$ cat src/rtl/ddr_rd_forward_arbiter.sv
// Round-robin owner arbiter for the shared DDR read path, with a post-release idle gap.
// Define DDR_FWD_TIMEOUT_EN to add the ownership hold timeout and the o_timeout pulse.
module ddr_rd_forward_arbiter #(
  parameter int P_REQ_NUM         = 4,
  parameter int P_ID_WIDTH        = 2,
  parameter int P_GAP_CYCLES      = 2,
  parameter int P_HOLD_MAX_CYCLES = 4096
) (
  input  logic                  i_clk,
  input  logic                  i_rst,
  input  logic [P_REQ_NUM-1:0]  i_forward_req,
  output logic [P_REQ_NUM-1:0]  o_forward_resp,
  input  logic [P_REQ_NUM-1:0]  i_forward_finish,
  output logic                  o_grant_valid,
  output logic [P_ID_WIDTH-1:0] o_grant_id,
  output logic                  o_busy
`ifdef DDR_FWD_TIMEOUT_EN
  ,
  output logic                  o_timeout
`endif
);

  // state | meaning
  // IDLE  | no owner; arbitrate pending requests round-robin from rr_ptr
  // OWNED | one requester owns the read path until it finishes (or times out)
  // GAP   | idle gap after release so the read engine can drain

  if (P_REQ_NUM < 2 || P_REQ_NUM > 16 || P_ID_WIDTH < $clog2(P_REQ_NUM) ||
      P_GAP_CYCLES < 0 || P_GAP_CYCLES > 255 || P_HOLD_MAX_CYCLES < 1) begin : g_param_err
    $error("ddr_rd_forward_arbiter: illegal parameter combination");
  end

  localparam int                   GAP_W     = 8;
  localparam logic [P_REQ_NUM-1:0] ONE_HOT_0 = P_REQ_NUM'(1);
  localparam logic [GAP_W-1:0]     GAP_LOAD  = GAP_W'(P_GAP_CYCLES);

  typedef enum logic [1:0] {
    ST_IDLE  = 2'd0,
    ST_OWNED = 2'd1,
    ST_GAP   = 2'd2
  } state_t;

  state_t                state_q, state_d;
  logic [P_ID_WIDTH-1:0] rr_ptr_q, rr_ptr_d;
  logic [GAP_W-1:0]      gap_cnt_q, gap_cnt_d;
  logic [P_REQ_NUM-1:0]  resp_q, resp_d;
  logic                  grant_valid_q, grant_valid_d;
  logic [P_ID_WIDTH-1:0] grant_id_q, grant_id_d;
  logic                  busy_q, busy_d;

`ifdef DDR_FWD_TIMEOUT_EN
  localparam int                HOLD_W    = $clog2(P_HOLD_MAX_CYCLES + 1);
  localparam logic [HOLD_W-1:0] HOLD_LAST = HOLD_W'(P_HOLD_MAX_CYCLES - 1);

  logic [HOLD_W-1:0] hold_cnt_q, hold_cnt_d;
  logic              timeout_q, timeout_d;
`endif

  logic [P_REQ_NUM-1:0]  mask_hi;
  logic [P_REQ_NUM-1:0]  req_hi;
  logic [P_REQ_NUM-1:0]  pick_src;
  logic [P_ID_WIDTH-1:0] win_id;
  logic [P_ID_WIDTH-1:0] rr_next;
  logic                  req_any;
  logic                  owner_fin;
  logic                  release_now;

  // Requests at or above rr_ptr take precedence; otherwise wrap to the lowest index.
  always_comb begin
    mask_hi  = ~((ONE_HOT_0 << rr_ptr_q) - ONE_HOT_0);
    req_hi   = i_forward_req & mask_hi;
    pick_src = (|req_hi) ? req_hi : i_forward_req;
    win_id   = '0;
    for (int i = P_REQ_NUM - 1; i >= 0; i--) begin
      if (pick_src[i]) begin
        win_id = P_ID_WIDTH'(i);
      end
    end
    rr_next = (win_id == P_ID_WIDTH'(P_REQ_NUM - 1)) ? '0 : win_id + P_ID_WIDTH'(1);
  end

  assign req_any   = |i_forward_req;
  assign owner_fin = |(i_forward_finish & (ONE_HOT_0 << grant_id_q));

  always_comb begin
    state_d       = state_q;
    rr_ptr_d      = rr_ptr_q;
    gap_cnt_d     = gap_cnt_q;
    resp_d        = '0;
    grant_valid_d = grant_valid_q;
    grant_id_d    = grant_id_q;
    busy_d        = busy_q;
    release_now   = 1'b0;
`ifdef DDR_FWD_TIMEOUT_EN
    hold_cnt_d    = hold_cnt_q;
    timeout_d     = 1'b0;
`endif

    case (state_q)
      ST_IDLE: begin
        if (req_any) begin
          state_d       = ST_OWNED;
          resp_d        = ONE_HOT_0 << win_id;
          grant_id_d    = win_id;
          grant_valid_d = 1'b1;
          busy_d        = 1'b1;
          rr_ptr_d      = rr_next;
`ifdef DDR_FWD_TIMEOUT_EN
          hold_cnt_d    = '0;
`endif
        end
      end

      ST_OWNED: begin
        release_now = owner_fin;
`ifdef DDR_FWD_TIMEOUT_EN
        // A finish landing on the expiry cycle wins and is a normal release.
        if (!owner_fin) begin
          if (hold_cnt_q >= HOLD_LAST) begin
            release_now = 1'b1;
            timeout_d   = 1'b1;
          end else begin
            hold_cnt_d = hold_cnt_q + HOLD_W'(1);
          end
        end
`endif
        if (release_now) begin
          grant_valid_d = 1'b0;
          if (P_GAP_CYCLES == 0) begin
            state_d = ST_IDLE;
            busy_d  = 1'b0;
          end else begin
            state_d   = ST_GAP;
            gap_cnt_d = GAP_LOAD;
          end
        end
      end

      ST_GAP: begin
        if (gap_cnt_q <= GAP_W'(1)) begin
          state_d   = ST_IDLE;
          gap_cnt_d = '0;
          busy_d    = 1'b0;
        end else begin
          gap_cnt_d = gap_cnt_q - GAP_W'(1);
        end
      end

      default: begin
        state_d       = ST_IDLE;
        grant_valid_d = 1'b0;
        busy_d        = 1'b0;
      end
    endcase
  end

  always_ff @(posedge i_clk) begin
    if (i_rst) begin
      state_q       <= ST_IDLE;
      rr_ptr_q      <= '0;
      gap_cnt_q     <= '0;
      resp_q        <= '0;
      grant_valid_q <= 1'b0;
      grant_id_q    <= '0;
      busy_q        <= 1'b0;
    end else begin
      state_q       <= state_d;
      rr_ptr_q      <= rr_ptr_d;
      gap_cnt_q     <= gap_cnt_d;
      resp_q        <= resp_d;
      grant_valid_q <= grant_valid_d;
      grant_id_q    <= grant_id_d;
      busy_q        <= busy_d;
    end
  end

`ifdef DDR_FWD_TIMEOUT_EN
  always_ff @(posedge i_clk) begin
    if (i_rst) begin
      hold_cnt_q <= '0;
      timeout_q  <= 1'b0;
    end else begin
      hold_cnt_q <= hold_cnt_d;
      timeout_q  <= timeout_d;
    end
  end

  assign o_timeout = timeout_q;
`endif

  assign o_forward_resp = resp_q;
  assign o_grant_valid  = grant_valid_q;
  assign o_grant_id     = grant_id_q;
  assign o_busy         = busy_q;

endmodule

$ cat config.mk
export PLATFORM = sky130hd
export DESIGN_NAME = ddr_rd_forward_arbiter
export DESIGN_NICKNAME = d
export VERILOG_FILES = /design/src/rtl/ddr_rd_forward_arbiter.sv
export SDC_FILE = /design/constraint.sdc
export NUM_CORES = 1
export LEC_CHECK = 0
export BUFFER_PORTS_ARGS = -buffer_cell sky130_fd_sc_hd__buf_2
export CAP_MARGIN = 20
export CORE_MARGIN = 2
export CORE_UTILIZATION = 57
export CTS_BUF_LIST = sky130_fd_sc_hd__clkbuf_8 sky130_fd_sc_hd__clkbuf_16
export CTS_CLUSTER_SIZE = 20
export DETAILED_ROUTE_END_ITERATION = 8
export PLACE_DENSITY = 0.83
export SLEW_MARGIN = 5
export SYNTH_ARGS = -nofsm -noshare
export SYNTH_HDL_FRONTEND = slang
export SYNTH_SLANG_ARGS = --single-unit
$ cat constraint.sdc
create_clock -name i_clk -period 3.9 [get_ports i_clk]
set_input_delay 0.39 -clock i_clk [delete_from_list [all_inputs] [get_ports i_clk]]
set_output_delay 0.39 -clock i_clk [all_outputs]
set_load 0.02 [all_outputs]
# [Word level (Yosys, flattened, before mapping)]
# Cells that the tools add are included.
[op_classes] add_sub_neg=3 mul=0 div_mod_pow=0 magnitude_cmp=1 eq_ne=6 n_shift=3 muxes=18 n_bitwise=7 n_reduce_logical=11
[ops] op="$mux 2" count=8
[ops] op="$mux 8" count=2
[ops] op="$pmux 8 s2" count=1
[ops] op="$reduce_or 4->1" count=3
[ops] op="$shl 1x2->4 const A" count=3
[ops] op="$reduce_and 3->1" count=3
[ops] op="$and 4x4->4" count=2
[ops] op="$le 8x1->1 const B" count=1
[ops] op="$sub 8x1->8 const B" count=1
[ops] op="$ne 2x2->1 const B" count=3
[ops] op="$pmux 1 s3" count=2
[ops] op="$pmux 2 s3" count=1
[ops] op="$eq 2x2->1 const B" count=2
[ops] op="$mux 4" count=1
[ops] op="$not 1->1" count=4
[ops] op="$not 4->4" count=1
[ops] op="$reduce_and 2->1" count=2
[ops] op="$sub 4x1->4 const B" count=1
[ops] op="$mux 1" count=3
[ops] op="$reduce_or 3->1" count=1
[ops] op="$add 2x1->2 const B" count=1
[ops] op="$eq 2x1->1 const B" count=1
[ops] op="$logic_not 2->1" count=1
[ops] op="$reduce_bool 2->1" count=1
[totals] ff_bits=20 latch_bits=0 ramBits=0 romBits=0 inputBits=10 word_cells=56 mem_count=0

# [Longest topological paths before layout]
# Gate-level depths: netlist of run 1.
[logic_depth] depth_word=12 depth_mapped=7

# [Worst setup path after synthesis of run 1]
# Ideal clock, no wire load.
[synth_timing] path_kind="flip-flop to flip-flop" start="reg rr_ptr_q[1]" end="reg rr_ptr_q[0]" setup_time_ns=0.092 t_arrival_ns=1.665 t_required_ns=3.808 slack_ns=2.143 path_stages_with_launch=8 n_path_buf=1 period_less_slack_ns=1.757 path_cell_list="dfxtp_1 -> clkbuf_1 -> a21oi_1 -> o21a_1 -> o22a_1 -> ha_1 -> or3_1 -> o32ai_1"
[synth_via] elab_chain_len=12 elab_cells_between_ends=13
[synth_lines] item="from (decl)" line_no="44" source="logic [P_ID_WIDTH-1:0] rr_ptr_q, rr_ptr_d;"
[synth_lines] item="from (signal assigned)" line_no="168" source="rr_ptr_q <= rr_ptr_d;"
[synth_lines] item="$shl 1x2->4 (*)" line_no="70" source="mask_hi = ~((ONE_HOT_0 << rr_ptr_q) - ONE_HOT_0);"
[synth_lines] item="$sub 4x1->4 (*)" line_no="70"
[synth_lines] item="$not 4->4 (*)" line_no="70"
[synth_lines] item="$and 4x4->4 (*)" line_no="71" source="req_hi = i_forward_req & mask_hi;"
[synth_lines] item="$reduce_or 4->1" line_no="72" source="pick_src = (|req_hi) ? req_hi : i_forward_req;"
[synth_lines] item="$mux 4 (*)" line_no="72"
[synth_lines] item="$mux 2 (3 in series)" line_no="75" source="if (pick_src[i]) begin"
[synth_lines] item="$mux 2 (*)" line_no="75"
[synth_lines] item="via win_id[1]" line_no="62" source="logic [P_ID_WIDTH-1:0] win_id;"
[synth_lines] item="$eq 2x2->1 (*)" line_no="79" source="rr_next = (win_id == P_ID_WIDTH'(P_REQ_NUM - 1)) ? '0 : win_id + P_ID_WIDTH'(1);"
[synth_lines] item="$mux 2 (*)" line_no="79"
# The timed path passes the listed nets; every way through them passes the cells marked *.
# A chain may end at the register's enable or synchronous reset.

# [Worst setup path in the final report of run 1]
[layout_timing] start="reg rr_ptr_q[1]" end="reg rr_ptr_q[1]"
[layout_via] elab_chain_len=12 elab_cells_between_ends=13
[layout_lines] item="$shl 1x2->4 (*)" line_no="70"
[layout_lines] item="$sub 4x1->4 (*)" line_no="70"
[layout_lines] item="$not 4->4 (*)" line_no="70"
[layout_lines] item="$and 4x4->4 (*)" line_no="71"
[layout_lines] item="$reduce_or 4->1" line_no="72"
[layout_lines] item="$mux 4 (*)" line_no="72"
[layout_lines] item="$mux 2 (3 in series)" line_no="75"
[layout_lines] item="$mux 2 (*)" line_no="75"
[layout_lines] item="via win_id[0]" line_no="62"
[layout_lines] item="$add 2x1->2 or $eq 2x2->1 (tied branches)" line_no="79"
[layout_lines] item="$mux 2 (*)" line_no="79"
[layout_lines] item="via rr_next[1]" line_no="63" source="logic [P_ID_WIDTH-1:0] rr_next;"
# Marked as above.

==> results of run 1 <==
==> metal layers <==
metal,routed length (um),GRT usage [%],vias up,part of all wire [%]
met2,891,30.4,32,45
met3,122,3.97,6,6.1
met5,0,0,-,0
met4,38,10.3,0,1.9
li1,-,-,448,-
met1,938,30.2,412,47
==> area by class of cell <==
| type | instances | area [um^2] |
|---|---|---|
| Inverter | 3 | 11.3 |
| Sequential cell | 20 | 400 |
| Multi-Input combinational cell | 84 | 569 |
| Timing Repair Buffer | 17 | 85.1 |
| Clock buffer | 3 | 41.3 |
| Tap cell | 17 | 21.3 |
| Fill cell | 147 | 561 |
==> Yosys cell counts, types with 2 or more instances <==
library cell  instances  area share, %
a21o_1                2            1.5
a21oi_1               9            4.5
and3b_1               2            1.8
clkbuf_1              3            1.1
dfxtp_1              20             40
ha_1                  3            3.8
inv_1                 3            1.1
mux2i_1               2            2.0
nand2_1              12            4.5
nor2_1                8            3.0
nor2b_1               4            2.5
nor3_1                4            2.0
nor3b_1               3            2.3
nor4_1                2            1.3
o21ai_0               4            2.0
o21bai_1              2            1.5
or3_1                 5            3.2
or3_4                 2            2.3
==> power groups by stage <==
| stage | Combinational, mW | Sequential [mW] | Clock (mW) |
|---|---|---|---|
| after detailed placement | 0.122 | 0.247 | 0 |
| after floorplan | 0.0866 | 0.250 | 0 |
| after CTS | 0.124 | 0.242 | 0.134 |
| final | 0.124 | 0.243 | 0.130 |
| after global placement | 0.119 | 0.245 | 0 |
| after global routing | 0.139 | 0.245 | 0.138 |
==> sequential cells by signal, summed over array words and instances, names as in the netlist <==
| name | cells |
|---|---|
| gap_cnt_q | 8 |
| o_busy | 1 |
| o_forward_resp | 4 |
| o_grant_id | 2 |
| o_grant_valid | 1 |
| rr_ptr_q | 2 |
| state_q | 2 |
==> per-stage QoR <==
| step | setup slack (ns) | area [um^2] |
|---|---|---|
| floorplan | 2.14 | 992 |
| global placement | 2.11 | 1090 |
| detailed placement | 2.07 | 1090 |
| CTS | 2.02 | 1130 |
| global route | 1.87 | 1130 |
| finish | 1.96 | 1130 |
==> kinds of logic after synthesis <==
kind of cell               Yosys count
and+or+nand+nor                     45
AOI/OAI and AO/OA                   31
DFF                                 20
buffers and inverters                6
muxes                                3
adders and majority gates            3
xor gates and xnor gates             2
==> how the worst max path moves through the flow <==
stage / slack [ns] / endpoint / startpoint
after floorplan: 2.14 / rr_ptr_q[0]$_SDFFE_PP0P_ / rr_ptr_q[1]$_SDFFE_PP0P_
final: 1.96 / rr_ptr_q[1]$_SDFFE_PP0P_ / rr_ptr_q[1]$_SDFFE_PP0P_
after detailed placement: 2.07 / gap_cnt_q[2]$_SDFFE_PP0P_ / i_forward_finish[3]
after global routing: 1.87 / rr_ptr_q[0]$_SDFFE_PP0P_ / rr_ptr_q[1]$_SDFFE_PP0P_
after global placement: 2.11 / gap_cnt_q[2]$_SDFFE_PP0P_ / i_forward_finish[3]
after CTS: 2.02 / rr_ptr_q[1]$_SDFFE_PP0P_ / rr_ptr_q[1]$_SDFFE_PP0P_
==> flow_summary_export.csv, run 1 <==
group,metric,value,unit
yosys,synthArstFlopShare,0,%
cts,path_clk_slew,0.07,ns
placement,placed_cells,141,
job,maxCapViolCount,0,
pwr,seqPwrFrac,48.9,%
setup_path,cp_max_fo,8,
floorplan,design.die.area,0.00209,mm^2
hold_path,whs_endpoint,"gap_cnt_q[1]$_SDFFE_PP0P_",
detailed_routing,drt_iter0_markers,23,
cts,clock_latency,0.25,ns
detailed_routing,routed_wl,1990,um
yosys,synth_seq_cells,20,
setup_path,max_stage_delay,0.54,ns
setup_path,required,4.03,ns
floorplan,num_rows,15,
detailed_routing,via_per_inst,6.24,
floorplan,dieHeight,45.7,um
final_layout,final_common_cell,"dfxtp_1",
final_layout,fin_cells,144,
yosys,synth_cells,110,
final_layout,post-route-util,66.8,%
cts,post_cts_buffers,0,
sta,period_share,49.7,%
cts,ctsHoldBuffers,0,
setup_path,r2r_start,"rr_ptr_q[1]$_SDFFE_PP0P_",
setup_path,crit_family,"simple AND/OR/NAND/NOR gates",
cts,cts_buffers,3,
cts,cts-resized-gates,0,
placement,dp_hpwl,1400,um
final_layout,drive_above_1_share,21.3,%
pwr,irDropWorstVdd,0.000326,V
cts,clockBufferDepth,2,
global_route,grt.overflow.total,0,
placement,io_buffer_count,17,
final_layout,layout_common_cells,"dfxtp_1, buf_2, nand2_1, a21oi_1, nor2_1",
detailed_routing,routedWlPerCell,13.8,um
setup_path,arrival,2.07,ns
detailed_routing,drc,0,
pwr,switching_share,30.3,%
cts,cts_htree_levels,1,
pwr,powerDensity,440,mW/mm^2
setup_path,r2r-end,"rr_ptr_q[1]$_SDFFE_PP0P_",
sta,slew_viol_final,0,
cts,cts.sink_count,20,
yosys,synth-main-ff-cell,"dfxtp_1",
yosys,seq_area_frac_synth,40.4,%
setup_path,cp-end-kind,"flip-flop",
floorplan,initial_core_util,58.7,%
yosys,synth-simple-area-share,25.0,%
floorplan,ios,18,
floorplan,fp.dieW,45.7,um
yosys,synth_top_family_by_area,"simple AND/OR/NAND/NOR gates",
pwr,power,0.497,mW
yosys,synth_compound_area_share,22.6,%
sta,setup_viol,0,
hold_path,holdPathStages,2,
pwr,comb_power_share,25.0,%
detailed_routing,vias,898,
yosys,syn_avg_cell_area,9.02,um^2
final_layout,diodes,0,
sta,max_slew_margin,58.0,%
hold_path,worstHoldStart,"i_rst",
yosys,synth_nets,123,
pwr,p_int,0.346,mW
global_route,grt_max_degree,15,
sta,fmax,0.516,GHz
detailed_routing,detail_route.first_pass.iterations,4,
setup_path,worstSetupStartpointType,"flip-flop",
global_route,antenna_found_initial,0,
yosys,ys_warn_count,0,
sta,hold_viol_final,0,
pwr,p_switching,0.150,mW
final_layout,synthToLayoutAreaGrowth,13.7,%
hold_path,hp-class,"in2reg",
setup_path,reg2reg_depth,6,
pwr,clkPwrFrac,26.1,%
final_layout,nNetsFinal,142,
cts,clock-root-buffer,"clkbuf_8",
setup_path,path_depth,6,
yosys,synthXorXnorAreaFrac,1.77,%
sta,finClkSkew,0.00185,ns
placement,place_congestion,0.878,
pwr,p_leak,0.513,nW
floorplan,core,0.00169,mm^2
setup_path,crit_type,"reg2reg",
sta,worst_pin_slew,0.625,ns
yosys,syn-cell-area,992,um^2
yosys,synth.distinct_cells,38,
run_status,outcome,"completed",
yosys,muxShareOfSynthArea,4.29,%
cts,cts_tree,"yes",
global_route,grt_pass1_wl,3190,um
setup_path,cp.buffers_inverters,0,
sta,grt_setup_unrepaired,"no",
detailed_routing,ant_nets,0,
setup_path,critPathSlowestCell,"nor3_1",
yosys,synthAdderAreaFrac,3.78,%
global_route,grt_usage,21.2,%
sta,fin_tns_setup,0,ns
setup_path,path_cells,"mux2i_1, nor2_1, nor3_1, ha_1, nand2_1, a21oi_1",
setup_path,r2r_setup_slack,1.96,ns
sta,hold_ws,0.472,ns
global_route,first_global_vias,751,
yosys,synth-edff-count,0,
sta,min_period,1.94,ns
No activity file was read; power rests on OpenSTA's default activity.
==> inputs of run 2 (changes only) <==
--- a/config.mk
+++ b/config.mk
@@ -5,14 +5,15 @@
 export SDC_FILE = /design/constraint.sdc
 export NUM_CORES = 1
 export LEC_CHECK = 0
+export ABC_AREA = 1
 export BUFFER_PORTS_ARGS = -buffer_cell sky130_fd_sc_hd__buf_2
 export CAP_MARGIN = 20
 export CORE_MARGIN = 2
-export CORE_UTILIZATION = 57
+export CORE_UTILIZATION = 49
 export CTS_BUF_LIST = sky130_fd_sc_hd__clkbuf_8 sky130_fd_sc_hd__clkbuf_16
 export CTS_CLUSTER_SIZE = 20
 export DETAILED_ROUTE_END_ITERATION = 8
-export PLACE_DENSITY = 0.83
+export PLACE_DENSITY = 0.76
 export SLEW_MARGIN = 5
 export SYNTH_ARGS = -nofsm -noshare
 export SYNTH_HDL_FRONTEND = slang
==> constraint.sdc (replaced) <==
create_clock -name i_clk -period 1.6 [get_ports i_clk]
set_input_delay 0.16 -clock i_clk [delete_from_list [all_inputs] [get_ports i_clk]]
set_output_delay 0.16 -clock i_clk [all_outputs]
set_load 0.02 [all_outputs]
==> run 2 against run 1 <==
  * Via count increased by 16%
  * Clock power grew to 3.0 times the previous value
  * Largest power group unchanged
  * Synthesized cell count increased by 35%
  * Fmax rose by 28%
  * Final cell count grew 35%
  * Die area rose by 23%
  * Sequential cell count is the same
==> flow_summary_export.csv, run 2 <==
group,metric,value,unit
detailed_routing,vias,1040,
setup_path,critPathSlowestCell,"dfxtp_2",
cts,clockBufferDepth,2,
floorplan,fp.dieW,50.8,um
final_layout,largest_reg_flops,8,
yosys,synth_cells,148,
final_layout,design_area,0.00127,mm^2
cts,cts_tree,"yes",
placement,place_area,0.00119,mm^2
yosys,synth.top_cell.area_share,37.3,%
setup_path,r2r_start,"rr_ptr_q[1]$_SDFFE_PP0P_",
yosys,synth-edff-count,0,
setup_path,cp-end-kind,"flip-flop",
final_layout,nNetsFinal,182,
yosys,synth_seq_cells,20,
floorplan,ios,18,
job,maxCapViolCount,0,
global_route,grt_max_degree,14,
cts,cts_htree_levels,1,
detailed_routing,drt_iter0_markers,43,
cts,cts.sink_count,20,
global_route,antenna_found_initial,0,
floorplan,design.die.area,0.00258,mm^2
sta,fmax,0.660,GHz
sta,setup_viol,0,
floorplan,core,0.00202,mm^2
setup_path,required,1.75,ns
final_layout,synthToLayoutAreaGrowth,18.3,%
setup_path,startpoint,"rr_ptr_q[1]$_SDFFE_PP0P_",
hold_path,hp-class,"in2reg",
placement,dp_hpwl,1740,um
pwr,p_leak,0.581,nW
sta,fin_tns_setup,0,ns
yosys,syn_avg_cell_area,7.25,um^2
yosys,yosysTopAreaCell,"dfxtp_1",
sta,worst_pin_slew,0.304,ns
pwr,powerDensity,1130,mW/mm^2
yosys,synth-main-ff-cell,"dfxtp_1",
final_layout,fill_cells,182,
yosys,synth_nets,161,
run_status,outcome,"completed",
sta,layout_setup_ws,0.0841,ns
cts,path_clk_slew,0.08,ns
cts,clock_latency,0.26,ns
detailed_routing,detail_route.first_pass.iterations,4,
yosys,synthArstFlopShare,0,%
yosys,yosys-top-cells-area,"dfxtp_1, nand3_1, nand2_1",
sta,slew_viol_final,0,
final_layout,regMostFlops,"gap_cnt_q",
setup_path,crit_family,"simple AND/OR/NAND/NOR gates",
setup_path,max_stage_delay,0.35,ns
global_route,grt_usage,20.7,%
setup_path,cp_common_cell,"nand2_2",
cts,post_cts_buffers,0,
final_layout,drive_above_1_share,29.8,%
floorplan,dieHeight,50.8,um
sta,finClkSkew,0.00505,ns
sta,period_share,94.7,%
setup_path,crit_type,"reg2reg",
final_layout,final_common_cell,"inv_1",
global_route,first_global_vias,984,
placement,place_congestion,0.918,
floorplan,num_rows,16,
detailed_routing,drc,0,
hold_path,worstHoldStart,"i_rst",
placement,io_buffer_count,17,
setup_path,path_cells,"nand2_1, nand2_2, nand3_2, nand2_2, nand2_2, nand3_2, inv_1, ha_1, o21ai_1, a21oi_1",
yosys,syn-cell-area,0.00107,mm^2
detailed_routing,routed_wl,2400,um
placement,dp_slack,0.0224,ns
setup_path,cp_max_fo,4,
yosys,ys_warn_count,0,
global_route,grt.overflow.total,0,
yosys,synth_top_cells_by_count,"nand2_1, nand3_1, inv_1",
detailed_routing,ant_nets,0,
sta,max_slew_margin,79.5,%
setup_path,arrival,1.67,ns
pwr,irDropWorstVdd,0.000684,V
setup_path,cp.buffers_inverters,1,
sta,min_period,1.52,ns
final_layout,layout_common_cells,"inv_1, nand3_1, nand2_1, dfxtp_1, buf_2",
yosys,synth.distinct_cells,27,
yosys,seq_area_frac_synth,37.3,%
cts,clock-root-buffer,"clkbuf_8",
final_layout,diodes,0,
sta,hold_viol_final,0,
global_route,grt_pass1_wl,4020,um
cts,cts_buffers,3,
detailed_routing,routedWlPerCell,12.3,um
floorplan,initial_core_util,53.1,%
setup_path,worstSetupStartpointType,"flip-flop",
pwr,power,1.43,mW
detailed_routing,via_per_inst,5.33,
==> run 2: cell count changes in the layout (fill, tap and decap cells not counted), sizes merged, moves of 4 or more <==
cell   previous run  this run
nor2b             4         0
nand3             0        23
a21oi             9        15
inv               3        25
nand2            12        27
nor2              8        14
or3               7         0
==> run 2: worst paths after layout <==
check                              end  slack, ns  cells past startpoint
min reg2reg        o_busy$_SDFFE_PP0P_       0.47                      2
max reg2reg   rr_ptr_q[1]$_SDFFE_PP0P_       0.08                     10
min          gap_cnt_q[5]$_SDFFE_PP0P_       0.26                      2
max           rr_ptr_q[1]$_SDFFE_PP0P_       0.08                     10
==> run 2: power by group <==
group          total (mW)  internal (mW)  switching (mW)
Clock               0.387          0.219           0.168
Sequential          0.593          0.555          0.0381
Combinational       0.451          0.158           0.292
==> run 2: cell type report <==
class	instances	area, um^2	share of cell area (%)
Clock buffer	4	55.1	4.33
Timing Repair Buffer	17	85.1	6.70
Inverter	25	93.8	7.39
Multi-Input combinational cell	102	599	47.2
Sequential cell	20	403	31.7
Tap cell	27	33.8	2.66
==> run 2: metrics by stage <==
stage	hold slack, ns	instances	utilization, %
2_1_floorplan	0.262	148	-
3_3_place_gp	0.455	191	58.8
3_5_place_dp	0.458	191	58.8
4_1_cts	0.249	195	61.8
5_1_grt	0.259	195	62.8
6_report	0.259	195	62.8
==> run 2: cells by family after synthesis <==
kind of cell,share of synthesized area (%)
AND/OR/NAND/NOR,34.8
AO/OA/AOI/OAI,12.9
buffers and inverters,9.09
XOR/XNOR,2.33
adder cells (fa/ha/maj),3.50
flip-flops,37.3
==> run 2: per-layer routing <==
| metal | routed length [um] | track usage (%) | vias to the layer above |
|---|---|---|---|
| met3 | 132 | 5.06 | 8 |
| li1 | - | - | 527 |
| met4 | 77 | 11.3 | 0 |
| met1 | 1070 | 24.2 | 465 |
| met2 | 1120 | 34.6 | 40 |
| met5 | 0 | 0 | - |
==> run 2: worst register-to-register path: cells and delay by family (launching register included) <==
family,cells,cell delay [ns]
simple gates,6,0.55
fa+ha+maj,1,0.28
compound gates,2,0.16
buf+inv,1,0.06
flops,1,0.35
==> run 2: timing repair <==
| item | 4_1_cts | 5_1_grt |
|---|---|---|
| hold buffers | 0 | 0 |
| setup endpoints to repair | 1 | 1 |
| resized for setup | 4 | 5 |
| pin swaps | 1 | 3 |
| cloned | 0 | 0 |
==> inputs of run 3 (changes only) <==
--- a/config.mk
+++ b/config.mk
@@ -8,7 +8,7 @@
 export ABC_AREA = 1
 export BUFFER_PORTS_ARGS = -buffer_cell sky130_fd_sc_hd__buf_2
 export CAP_MARGIN = 20
-export CORE_MARGIN = 2
+export CORE_MARGIN = 1
 export CORE_UTILIZATION = 49
 export CTS_BUF_LIST = sky130_fd_sc_hd__clkbuf_8 sky130_fd_sc_hd__clkbuf_16
 export CTS_CLUSTER_SIZE = 20
==> constraint.sdc (replaced) <==
create_clock -name i_clk -period 1.6 [get_ports i_clk]
set_input_delay 0.16 -clock i_clk [delete_from_list [all_inputs] [get_ports i_clk]]
set_output_delay 0.16 -clock i_clk [all_outputs]
set_load 0.05 [all_outputs]
==> run 3 against run 2 <==
  * Global-route usage is 1.1 points lower
  * Die area is 7.7% lower
  * Clock skew is 0.0030 ns lower
  * Critical endpoint unchanged
  * Critical path depth stayed put
  * Largest power group unchanged
==> flow_summary_export.csv, run 3 (synthesis gave the netlist of run 2 again) <==
group,metric,value,unit
sta,max_slew_margin,81.4,%
hold_path,whs_endpoint,"gap_cnt_q[5]$_SDFFE_PP0P_",
setup_path,required,1.75,ns
sta,worst_pin_slew,0.276,ns
floorplan,num_rows,16,
setup_path,r2r-end,"rr_ptr_q[1]$_SDFFE_PP0P_",
global_route,grt_pass1_wl,3640,um
placement,place_congestion,0.838,
detailed_routing,drt_iter0_markers,19,
placement,io_buffer_count,17,
detailed_routing,routed_wl,2080,um
pwr,p_leak,0.578,nW
global_route,antenna_found_initial,0,
global_route,first_global_vias,853,
cts,path_clk_slew,0.07,ns
hold_path,worstHoldStart,"i_rst",
sta,fmax,0.661,GHz
global_route,grt.overflow.total,0,
cts,cts_tree,"yes",
setup_path,cp_max_fo,4,
cts,cts.sink_count,20,
run_status,outcome,"completed",
pwr,irDropWorstVdd,0.000845,V
setup_path,r2r_start,"rr_ptr_q[1]$_SDFFE_PP0P_",
global_route,grt_usage,19.6,%
floorplan,dieHeight,48.8,um
pwr,power,1.47,mW
floorplan,initial_core_util,53.6,%
hold_path,holdPathStages,2,
final_layout,synthToLayoutAreaGrowth,17.1,%
hold_path,hp-class,"in2reg",
sta,hold_ws,0.247,ns
global_route,grt_max_degree,14,
cts,clock-root-buffer,"clkbuf_8",
final_layout,drive_above_1_share,28.0,%
placement,place_area,0.00119,mm^2
detailed_routing,detail_route.first_pass.iterations,4,
setup_path,r2r_setup_slack,0.09,ns
floorplan,core,0.00200,mm^2
setup_path,reg2reg_depth,10,
detailed_routing,via_per_inst,5.05,
floorplan,ios,18,
setup_path,arrival,1.66,ns
detailed_routing,drc,0,
sta,setup_viol,0,
final_layout,design_area,0.00126,mm^2
placement,dp_hpwl,1580,um
sta,finClkSkew,0.00210,ns
setup_path,cp-end-kind,"flip-flop",
pwr,powerDensity,1170,mW/mm^2
setup_path,crit_type,"reg2reg",
sta,hold_viol_final,0,
final_layout,regMostFlops,"gap_cnt_q",
setup_path,worstSetupStartpointType,"flip-flop",
sta,slew_viol_final,0,
job,maxCapViolCount,0,
cts,cts_buffers,3,
detailed_routing,ant_nets,0,
cts,clockBufferDepth,2,
floorplan,design.die.area,0.00238,mm^2
final_layout,largest_reg_flops,8,
detailed_routing,vias,984,
floorplan,fp.dieW,48.8,um
detailed_routing,routedWlPerCell,10.7,um
cts,cts_htree_levels,1,
final_layout,diodes,0,
sta,min_period,1.51,ns
final_layout,final_common_cell,"nand3_1",
sta,period_share,94.6,%
cts,clock_latency,0.26,ns
final_layout,layout_common_cells,"nand3_1, inv_1, nand2_1, dfxtp_1, buf_2",
sta,fin_tns_setup,0,ns
final_layout,nNetsFinal,182,
-- run 3: power by group --
group / switching, mW / leakage (nW) / internal, mW
logic: 0.337 / 0.385 / 0.155
clock network: 0.160 / 0.0288 / 0.219
registers: 0.0387 / 0.164 / 0.555
-- run 3: worst max-delay path by stage --
stage / start / end / cells after the start / slack, ns
after global placement: rr_ptr_q[1]$_SDFFE_PP0P_ / rr_ptr_q[1]$_SDFFE_PP0P_ / 10 / 0.14
after floorplan: o_grant_id[1]$_SDFFE_PP0P_ / gap_cnt_q[5]$_SDFFE_PP0P_ / 6 / 0.18
final: rr_ptr_q[1]$_SDFFE_PP0P_ / rr_ptr_q[1]$_SDFFE_PP0P_ / 10 / 0.09
after global routing: rr_ptr_q[1]$_SDFFE_PP0P_ / rr_ptr_q[1]$_SDFFE_PP0P_ / 10 / -0.01
after detailed placement: rr_ptr_q[1]$_SDFFE_PP0P_ / rr_ptr_q[1]$_SDFFE_PP0P_ / 10 / 0.05
after CTS: rr_ptr_q[1]$_SDFFE_PP0P_ / rr_ptr_q[1]$_SDFFE_PP0P_ / 10 / 0.04
-- run 3: final cells by class --
class | count | area [um^2]
timing repair buffer | 17 | 85.1
multi-input combinational | 102 | 587
tap | 27 | 33.8
inverter | 25 | 93.8
fill | 197 | 744
sequential | 20 | 403
clock buffer | 4 | 55.1
-- run 3: timing repair --
item | CTS | global route
hold buffers | 0 | 0
setup endpoints to repair | 0 | 2
buffers inserted | 0 | 0
resized for setup | 0 | 6
-- run 3: stage by stage --
stage | cells | utilization [%] | setup WS, ns
5_1_grt | 195 | 62.8 | -0.0149
3_3_place_gp | 191 | 59.4 | 0.141
3_5_place_dp | 191 | 59.4 | 0.0512
6_report | 195 | 62.8 | 0.0872
4_1_cts | 195 | 62.1 | 0.0388
2_1_floorplan | 148 | - | 0.183
-- run 3: routing by layer --
layer  vias up  track usage (%)  wire length (um)
met4         0             2.94                 4
li1        526                -                 -
met5         -                0                 0
met3         2             6.54                97
met2        27             30.6               960
met1       429             26.9              1020
-- run 3: worst max-delay path, cell delays in order (launching register included) --
cell	delay, ns
dfxtp_2	0.35
nand2_1	0.08
nand2_2	0.10
nand3_1	0.07
nand2_1	0.08
nand2_2	0.08
nand3_1	0.10
inv_1	0.07
ha_1	0.29
o21ai_1	0.13
a21oi_1	0.05
